File: config.mk
export PLATFORM = sky130hd
export DESIGN_NAME = vga_axil_slave
export DESIGN_NICKNAME = d
export VERILOG_FILES = /design/src/rtl/vga_axil_slave.sv
export SDC_FILE = /design/constraint.sdc
export NUM_CORES = 1
export LEC_CHECK = 0
export CORE_AREA = 2 2 148 114
export DETAILED_ROUTE_END_ITERATION = 12
export DIE_AREA = 0 0 150 116
export PLACE_DENSITY = 0.71
export RECOVER_POWER = 100
export SLEW_MARGIN = 10
export SYNTH_ARGS = -nofsm -noshare
export SYNTH_HDL_FRONTEND = slang
export SYNTH_SLANG_ARGS = --single-unit
File: constraint.sdc
create_clock -name clk_i -period 9.1 [get_ports clk_i]
set_input_delay 1.82 -clock clk_i [delete_from_list [all_inputs] [get_ports clk_i]]
set_output_delay 1.82 -clock clk_i [all_outputs]
set_load 0.1 [all_outputs]
File: src/rtl/vga_axil_slave.sv
// AXI4-Lite slave front end for the VGA controller.
// Terminates AW/W/B/AR/R and presents a simple strobe interface to the core:
// a registered write (addr/data/strb + one-cycle wready pulse) and a read
// request with a fixed-latency sample of the core's read data.
module vga_axil_slave #(
    parameter int          C_AXI_DATA_WIDTH = 32,
    parameter int          C_AXI_ADDR_WIDTH = 15,
    parameter int          RD_LATENCY       = 4,
    parameter logic [14:0] BUF_LIMIT        = 15'h4960
) (
    input  logic                          clk_i,
    input  logic                          rst_i,
    // write address channel
    input  logic                          s_axil_awvalid,
    output logic                          s_axil_awready,
    input  logic [C_AXI_ADDR_WIDTH-1:0]   s_axil_awaddr,
    input  logic [2:0]                    s_axil_awprot,
    // write data channel
    input  logic                          s_axil_wvalid,
    output logic                          s_axil_wready,
    input  logic [C_AXI_DATA_WIDTH-1:0]   s_axil_wdata,
    input  logic [C_AXI_DATA_WIDTH/8-1:0] s_axil_wstrb,
    // write response channel
    output logic                          s_axil_bvalid,
    input  logic                          s_axil_bready,
    output logic [1:0]                    s_axil_bresp,
    // read address channel
    input  logic                          s_axil_arvalid,
    output logic                          s_axil_arready,
    input  logic [C_AXI_ADDR_WIDTH-1:0]   s_axil_araddr,
    input  logic [2:0]                    s_axil_arprot,
    // read data channel
    output logic                          s_axil_rvalid,
    input  logic                          s_axil_rready,
    output logic [C_AXI_DATA_WIDTH-1:0]   s_axil_rdata,
    output logic [1:0]                    s_axil_rresp,
    // core side
    output logic [C_AXI_ADDR_WIDTH-1:0]   axil_waddr_o,
    output logic [C_AXI_DATA_WIDTH-1:0]   axil_wdata_o,
    output logic [C_AXI_DATA_WIDTH/8-1:0] axil_wstrb_o,
    output logic                          axil_wready_o,
    output logic                          axil_rreq_o,
    output logic [C_AXI_ADDR_WIDTH-1:0]   axil_raddr_o,
    input  logic [C_AXI_DATA_WIDTH-1:0]   axil_rdata_i
);

    localparam int STRB_W = C_AXI_DATA_WIDTH / 8;
    localparam int CNT_W  = 4;

    typedef enum logic [1:0] {R_IDLE, R_WAIT, R_RESP} rstate_t;

    // protection bits carry no meaning for this block
    logic unused_prot;
    assign unused_prot = ^{s_axil_awprot, s_axil_arprot};

    assign s_axil_rresp = 2'b00;

    // ------------------------------------------------------------------
    // Write path
    // ------------------------------------------------------------------
    logic                        aw_full, w_full;
    logic                        aw_full_d, w_full_d;
    logic [C_AXI_ADDR_WIDTH-1:0] aw_addr;
    logic [C_AXI_DATA_WIDTH-1:0] w_data;
    logic [STRB_W-1:0]           w_strb;
    logic                        aw_hs, w_hs, b_hs, issue, addr_bad;

    assign aw_hs = s_axil_awvalid && s_axil_awready;
    assign w_hs  = s_axil_wvalid  && s_axil_wready;
    assign b_hs  = s_axil_bvalid  && s_axil_bready;
    assign issue = aw_full && w_full && !s_axil_bvalid;

    // Buffer region (bit 14) is only backed up to BUF_LIMIT; anything at or
    // past it inside that region is rejected with SLVERR.
    assign addr_bad = aw_addr[14] && (aw_addr[13:0] >= BUF_LIMIT[13:0]);

    // Ready is a register of the inverted next full flag, so it drops the
    // cycle after a handshake and returns the cycle after issue.
    always_comb begin
        aw_full_d = aw_full;
        w_full_d  = w_full;
        if (issue) begin
            aw_full_d = 1'b0;
            w_full_d  = 1'b0;
        end else begin
            if (aw_hs) aw_full_d = 1'b1;
            if (w_hs)  w_full_d  = 1'b1;
        end
    end

    // AW/W holding registers and their ready flags
    always_ff @(posedge clk_i or posedge rst_i) begin
        if (rst_i) begin
            aw_full        <= 1'b0;
            w_full         <= 1'b0;
            aw_addr        <= '0;
            w_data         <= '0;
            w_strb         <= '0;
            s_axil_awready <= 1'b0;
            s_axil_wready  <= 1'b0;
        end else begin
            if (aw_hs) aw_addr <= s_axil_awaddr;
            if (w_hs) begin
                w_data <= s_axil_wdata;
                w_strb <= s_axil_wstrb;
            end
            aw_full        <= aw_full_d;
            w_full         <= w_full_d;
            s_axil_awready <= !aw_full_d;
            s_axil_wready  <= !w_full_d;
        end
    end

    // Core write registers, write pulse and B response
    always_ff @(posedge clk_i or posedge rst_i) begin
        if (rst_i) begin
            axil_waddr_o  <= '0;
            axil_wdata_o  <= '0;
            axil_wstrb_o  <= '0;
            axil_wready_o <= 1'b0;
            s_axil_bvalid <= 1'b0;
            s_axil_bresp  <= 2'b00;
        end else begin
            axil_wready_o <= issue && !addr_bad;
            if (issue) begin
                axil_waddr_o  <= aw_addr;
                axil_wdata_o  <= w_data;
                axil_wstrb_o  <= w_strb;
                s_axil_bvalid <= 1'b1;
                s_axil_bresp  <= addr_bad ? 2'b10 : 2'b00;
            end else if (b_hs) begin
                s_axil_bvalid <= 1'b0;
            end
        end
    end

    // ------------------------------------------------------------------
    // Read path
    // ------------------------------------------------------------------
    rstate_t                     state, state_d;
    logic [CNT_W-1:0]            cnt, cnt_d;
    logic                        arready_d, rreq_d, rvalid_d;
    logic [C_AXI_DATA_WIDTH-1:0] rdata_d;
    logic [C_AXI_ADDR_WIDTH-1:0] raddr_d;
    logic                        ar_hs, r_hs;

    assign ar_hs = s_axil_arvalid && s_axil_arready;
    assign r_hs  = s_axil_rvalid  && s_axil_rready;

    // Read state and registered read outputs
    always_ff @(posedge clk_i or posedge rst_i) begin
        if (rst_i) begin
            state          <= R_IDLE;
            cnt            <= '0;
            s_axil_arready <= 1'b0;
            axil_rreq_o    <= 1'b0;
            s_axil_rvalid  <= 1'b0;
            s_axil_rdata   <= '0;
            axil_raddr_o   <= '0;
        end else begin
            state          <= state_d;
            cnt            <= cnt_d;
            s_axil_arready <= arready_d;
            axil_rreq_o    <= rreq_d;
            s_axil_rvalid  <= rvalid_d;
            s_axil_rdata   <= rdata_d;
            axil_raddr_o   <= raddr_d;
        end
    end

    // Read next-state logic; cnt==1 means the count hits zero this edge
    always_comb begin
        state_d = state;
        case (state)
            R_IDLE:  if (ar_hs)           state_d = R_WAIT;
            R_WAIT:  if (cnt == CNT_W'(1)) state_d = R_RESP;
            R_RESP:  if (r_hs)            state_d = R_IDLE;
            default:                      state_d = R_IDLE;
        endcase
    end

    // Read output next values: request pulse, latency count, data capture
    always_comb begin
        cnt_d     = cnt;
        arready_d = (state_d == R_IDLE);
        rreq_d    = 1'b0;
        rvalid_d  = s_axil_rvalid;
        rdata_d   = s_axil_rdata;
        raddr_d   = axil_raddr_o;
        case (state)
            R_IDLE: begin
                if (ar_hs) begin
                    raddr_d = s_axil_araddr;
                    cnt_d   = CNT_W'(RD_LATENCY);
                    rreq_d  = 1'b1;
                end
            end
            R_WAIT: begin
                cnt_d = cnt - CNT_W'(1);
                if (cnt == CNT_W'(1)) begin
                    rdata_d  = axil_rdata_i;
                    rvalid_d = 1'b1;
                end
            end
            R_RESP: begin
                if (r_hs) rvalid_d = 1'b0;
            end
            default: ;
        endcase
    end

endmodule

== Word-level counts from Yosys, hierarchy flattened ==
Index checks and enable logic that the tools add are counted.

* Register bits after elaboration: 166
* Latch bits: 0
* RAM bits: 0
* Bits in read-only memories: 0
* Input bits: 111
* Memories kept: 0

* Add/subtract/negate cells: 1
* Multipliers: 0
* Div/mod/pow operators: 0
* Order comparisons: 1
* Equal/unequal tests: 6
* Shift-type cells: 0
* Mux-type cells: 18
* Bitwise gates (word level): 0
* Reduce and logical (&&, ||, !) cells: 22

{| class="wikitable"
|+ Operator list
! operator !! count
|-
| 14-bit by 12-bit >= comparator with 1-bit output, second input constant || 1
|-
| 1-bit 2-to-1 mux || 10
|-
| 1-bit logical AND || 9
|-
| 2-bit 2-to-1 mux || 4
|-
| 4-bit case mux with 2 select lines || 1
|-
| 2-bit != test, second input constant || 3
|-
| 2-bit case mux with 3 select lines || 1
|-
| 2-bit AND reduction || 3
|-
| 2-bit nonzero test || 3
|-
| 4-bit by 1-bit == test with 1-bit output, second input constant || 1
|-
| 1-bit zero test || 4
|-
| 2-bit zero test || 2
|-
| 4-bit 2-to-1 mux || 1
|-
| 4-bit by 1-bit subtractor with 4-bit output, second input constant || 1
|-
| 3-bit AND reduction || 1
|-
| 2-bit by 1-bit == test with 1-bit output, second input constant || 1
|-
| 2-bit == test, second input constant || 1
|-
| 1-bit case mux with 2 select lines || 1
|}

== Logic depth before layout (Yosys ltp) ==
* Word-level depth: 4
* Mapped depth: 6
* Mapped depth without buffers: 5

== Worst setup path after synthesis ==
No wires, ideal clock.

* Path kind: input to register
* Start point: input port s_axil_wvalid
* End point: register w_data[0]
* Setup time: 0.125 ns
* Data arrival time: 2.674 ns
* Slack: 6.301 ns
* Stages: 4
* Path buffers: 2
* Cells stage by stage: and2_1 -> buf_2 -> buf_2 -> mux2_2

* Cells in the longest elaborated chain, start to end: 1

{| class="wikitable"
|+ RTL lines
! element !! RTL line !! source
|-
| start: declaration || 19 || <nowiki>input logic s_axil_wvalid,</nowiki>
|-
| 1-bit logical AND || 69 || <nowiki>assign w_hs = s_axil_wvalid && s_axil_wready;</nowiki>
|-
| end signal: assignment || 104 || <nowiki>w_data <= s_axil_wdata;</nowiki>
|-
| end: declaration || 64 || <nowiki>logic [C_AXI_DATA_WIDTH-1:0] w_data;</nowiki>
|}

No other way between the ends.
A chain may end at the register's enable or synchronous reset.

==> results.py <==
metrics = {
    "min_path": {
        "hold_class": "flip-flop to flip-flop",
        "min_from": "s_axil_rdata[28]$_DFFE_PP0P_",
    },
    "cts": {
        "cts_hold_buf": 0,
        "clock_sinks": 165,
        "post_cts_buffers": 0,
        "cts_inserted_buffers": 17,
        "cts_tree": "done",
        "cts_root_buf": "clkbuf_16",
        "htreeDepth": 4,
        "cts.path.max_buffers": 2,
        "path_clk_slew_ns": 0.06,
        "clk_latency_ns": 0.41,
        "cts.repair.resized": 0,
    },
    "setup_path": {
        "startpoint_type": "input port",
        "r2r_start": "s_axil_bvalid$_DFFE_PP0P_",
        "cp.required_ns": 9.54,
        "crit_type": "input port to asynchronous set/reset pin",
        "cp-startpoint": "rst_i",
        "crit_chain": "dlygate4sd3_1 -> clkinvlp_2 -> buf_6",
        "worst_path_largest_cell_delay_ns": 1.87,
        "critPathCaptureType": "asynchronous set/reset pin",
        "crit_buf_inv": 3,
        "reg2reg_slack_ns": 5.54,
        "critPathTopFamily": "buffers and inverters",
        "cp_slowest_cell": "clkinvlp_2",
        "cp_max_fo": 89,
        "arrival_ns": 5.11,
    },
    "floorplan": {
        "dieArea_sq_mm": 0.0174,
        "num_rows": 40,
        "initial_utilization_pct": 39.5,
        "die_y_um": 116,
        "core-area_sq_mm": 0.0158,
        "die_w_um": 150,
        "io_pins": 220,
    },
    "synthesis": {
        "ys_ff_latch": 165,
        "ys_seq_area_share_pct": 66.0,
        "synth_cell_type_count": 32,
        "syn_area_sq_mm": 0.00625,
        "synthTopCellsByArea": "dfrtp_1 66%, mux2_2 27%, buf_2 1.0%",
        "yosys_warnings": 0,
        "synth_area_per_cell_sq_um": 16.3,
        "synth_top_area_cell": "dfrtp_1",
        "synthCells": 383,
        "synth.top_cell.area_share_pct": 66.0,
    },
    "detailed_routing": {
        "routed_wl_um": 13400,
        "wl_per_cell_um": 16.4,
        "ant_nets": 0,
        "drc": 0,
        "dr.pass1.iters": 4,
        "vias": 3872,
        "vias_per_cell": 4.75,
        "drt_iter0_drc": 110,
    },
    "timing": {
        "slew_headroom_pct": -123,
        "rsz0062_at_grt": "no",
        "post-route-period-util_pct": 51.2,
        "period_minus_slack_ns": 4.66,
        "fmax_mhz": 214,
        "drv_slew": 175,
        "worst_pin_slew_ns": 3.32,
        "hold_violations": 0,
        "setup_tns_ns": 0,
        "setup_viol": 0,
        "fin_skew_ns": 0.00902,
    },
    "finish": {
        "drive_above_1_share_pct": 29.9,
        "fill_cells": 1282,
        "diodes": 0,
        "num-nets-final": 708,
        "area_growth_pct": 45.0,
    },
    "global_route": {
        "gr-total-overflow": 0,
        "grt_antenna_before_repair": 0,
        "track_usage_pct": 15.6,
        "grt_pass1_wl_um": 20700,
        "grt_start_max_net_pins": 90,
        "grt_pass1_vias": 4102,
    },
    "placed_design": {
        "place_congestion": 0.719,
        "portBuffers": 210,
        "place_hpwl_um": 9150,
    },
    "status": {
        "violations": "capacitance limit, slew limit",
        "status": "finished, violations left",
    },
    "flow_run": {
        "cap_violations": 3,
    },
}
## registers in the layout (all words and copies together), names as in the netlist, 2 cells and up
name	count
axil_wstrb_o	4
aw_addr	15
axil_raddr_o	15
s_axil_rdata	32
axil_waddr_o	15
state	2
w_data	32
w_strb	4
axil_wdata_o	32
cnt	4
## metal layers
| layer | GRT usage (%) | share of wire [%] | wire length (um) | vias to the layer above |
|---|---|---|---|---|
| met4 | 4.78 | 1.1 | 148 | 0 |
| met5 | 0 | 0 | 0 | - |
| met3 | 7.83 | 11 | 1420 | 13 |
| met2 | 24.8 | 47 | 6250 | 159 |
| li1 | - | - | - | 1768 |
| met1 | 18.8 | 42 | 5560 | 1932 |
## through the flow
step / instances / util (%) / instance area (sq um) / setup WS [ns] / hold WS, ns
detailed placement: 786 / 53.8 / 8510 / 5.07 / 0.492
global placement: 786 / 53.8 / 8510 / 5.16 / 0.484
CTS: 815 / 57.4 / 9080 / 5.30 / 0.505
global route: 815 / 57.3 / 9070 / 3.79 / 0.514
finish: 815 / 57.3 / 9070 / 4.44 / 0.495
floorplan: 385 / - / 6260 / 2.82 / 0.472
## cells in the final DEF, fill, tap and decap left out, drive strengths merged, types with 2 or more instances in the layout
master / instances
a211oi: 2
inv: 7
clkinvlp: 2
o21ai: 7
clkbuf: 22
nand2: 6
mux2: 149
clkdlybuf4s50: 67
ha: 2
nor3b: 3
dfrtp: 165
and2: 2
bufinv: 2
nand2b: 3
dlygate4sd3: 143
conb: 3
clkinv: 3
## worst paths after layout
| path | end | depth (start not counted) |
|---|---|---|
| worst min-delay path | s_axil_rdata[28]$_DFFE_PP0P_ | 1 |
| worst max register to register | axil_wdata_o[13]$_DFFE_PP0P_ | 2 |
| max in group clk_i | s_axil_wready$_DFF_PP0_ | 3 |
| worst min register to register | s_axil_rdata[28]$_DFFE_PP0P_ | 1 |
| worst max-delay path | axil_wdata_o[16]$_DFFE_PP0P_ | 3 |
| min in group asynchronous | axil_wdata_o[17]$_DFFE_PP0P_ | 2 |
## synthesized netlist by cell type (all sizes together)
library cell,count
buf,20
and2,2
a211oi,2
inv,7
ha,2
nor3,1
a21oi,1
a211o,1
and2b,1
o21ai,7
nand2b,3
mux2,149
nor4,1
nor2,1
nand3,1
conb,1
dfrtp,165
o22ai,1
o211ai,1
nand2,6
o21bai,1
nand3b,1
a21o,1
a31oi,1
and4bb,1
mux2i,1
nor3b,3
or3,1
## cells by family after synthesis
logic type      synth area share (%)
compound gates                  1.58
fa+ha+maj                      0.400
buf+inv                         2.48
flops                           66.0
mux                             27.0
other cells                   0.0600
simple gates                    2.44
## cell type report
type                       instances  area (sq um)  share of cell area, %
clock buffer                      22           474                   5.23
clock inverter                     7          98.8                   1.09
inverter                           7          27.5                  0.304
multi-input combinational        193          1960                   21.6
sequential                       165          4130                   45.5
tap                              210           263                   2.90
timing repair buffer             211          2110                   23.3
## worst reg2reg max path, delay by kind of cell (launching register included)
family,cells,cell delay (ns)
multiplexers,1,1.04
AND/OR/NAND/NOR,1,1.97
flip-flops,1,0.40
Power is left out: the tool's default activity adds up to more than one toggle a clock period on the data nets, which glitch-free logic cannot reach.
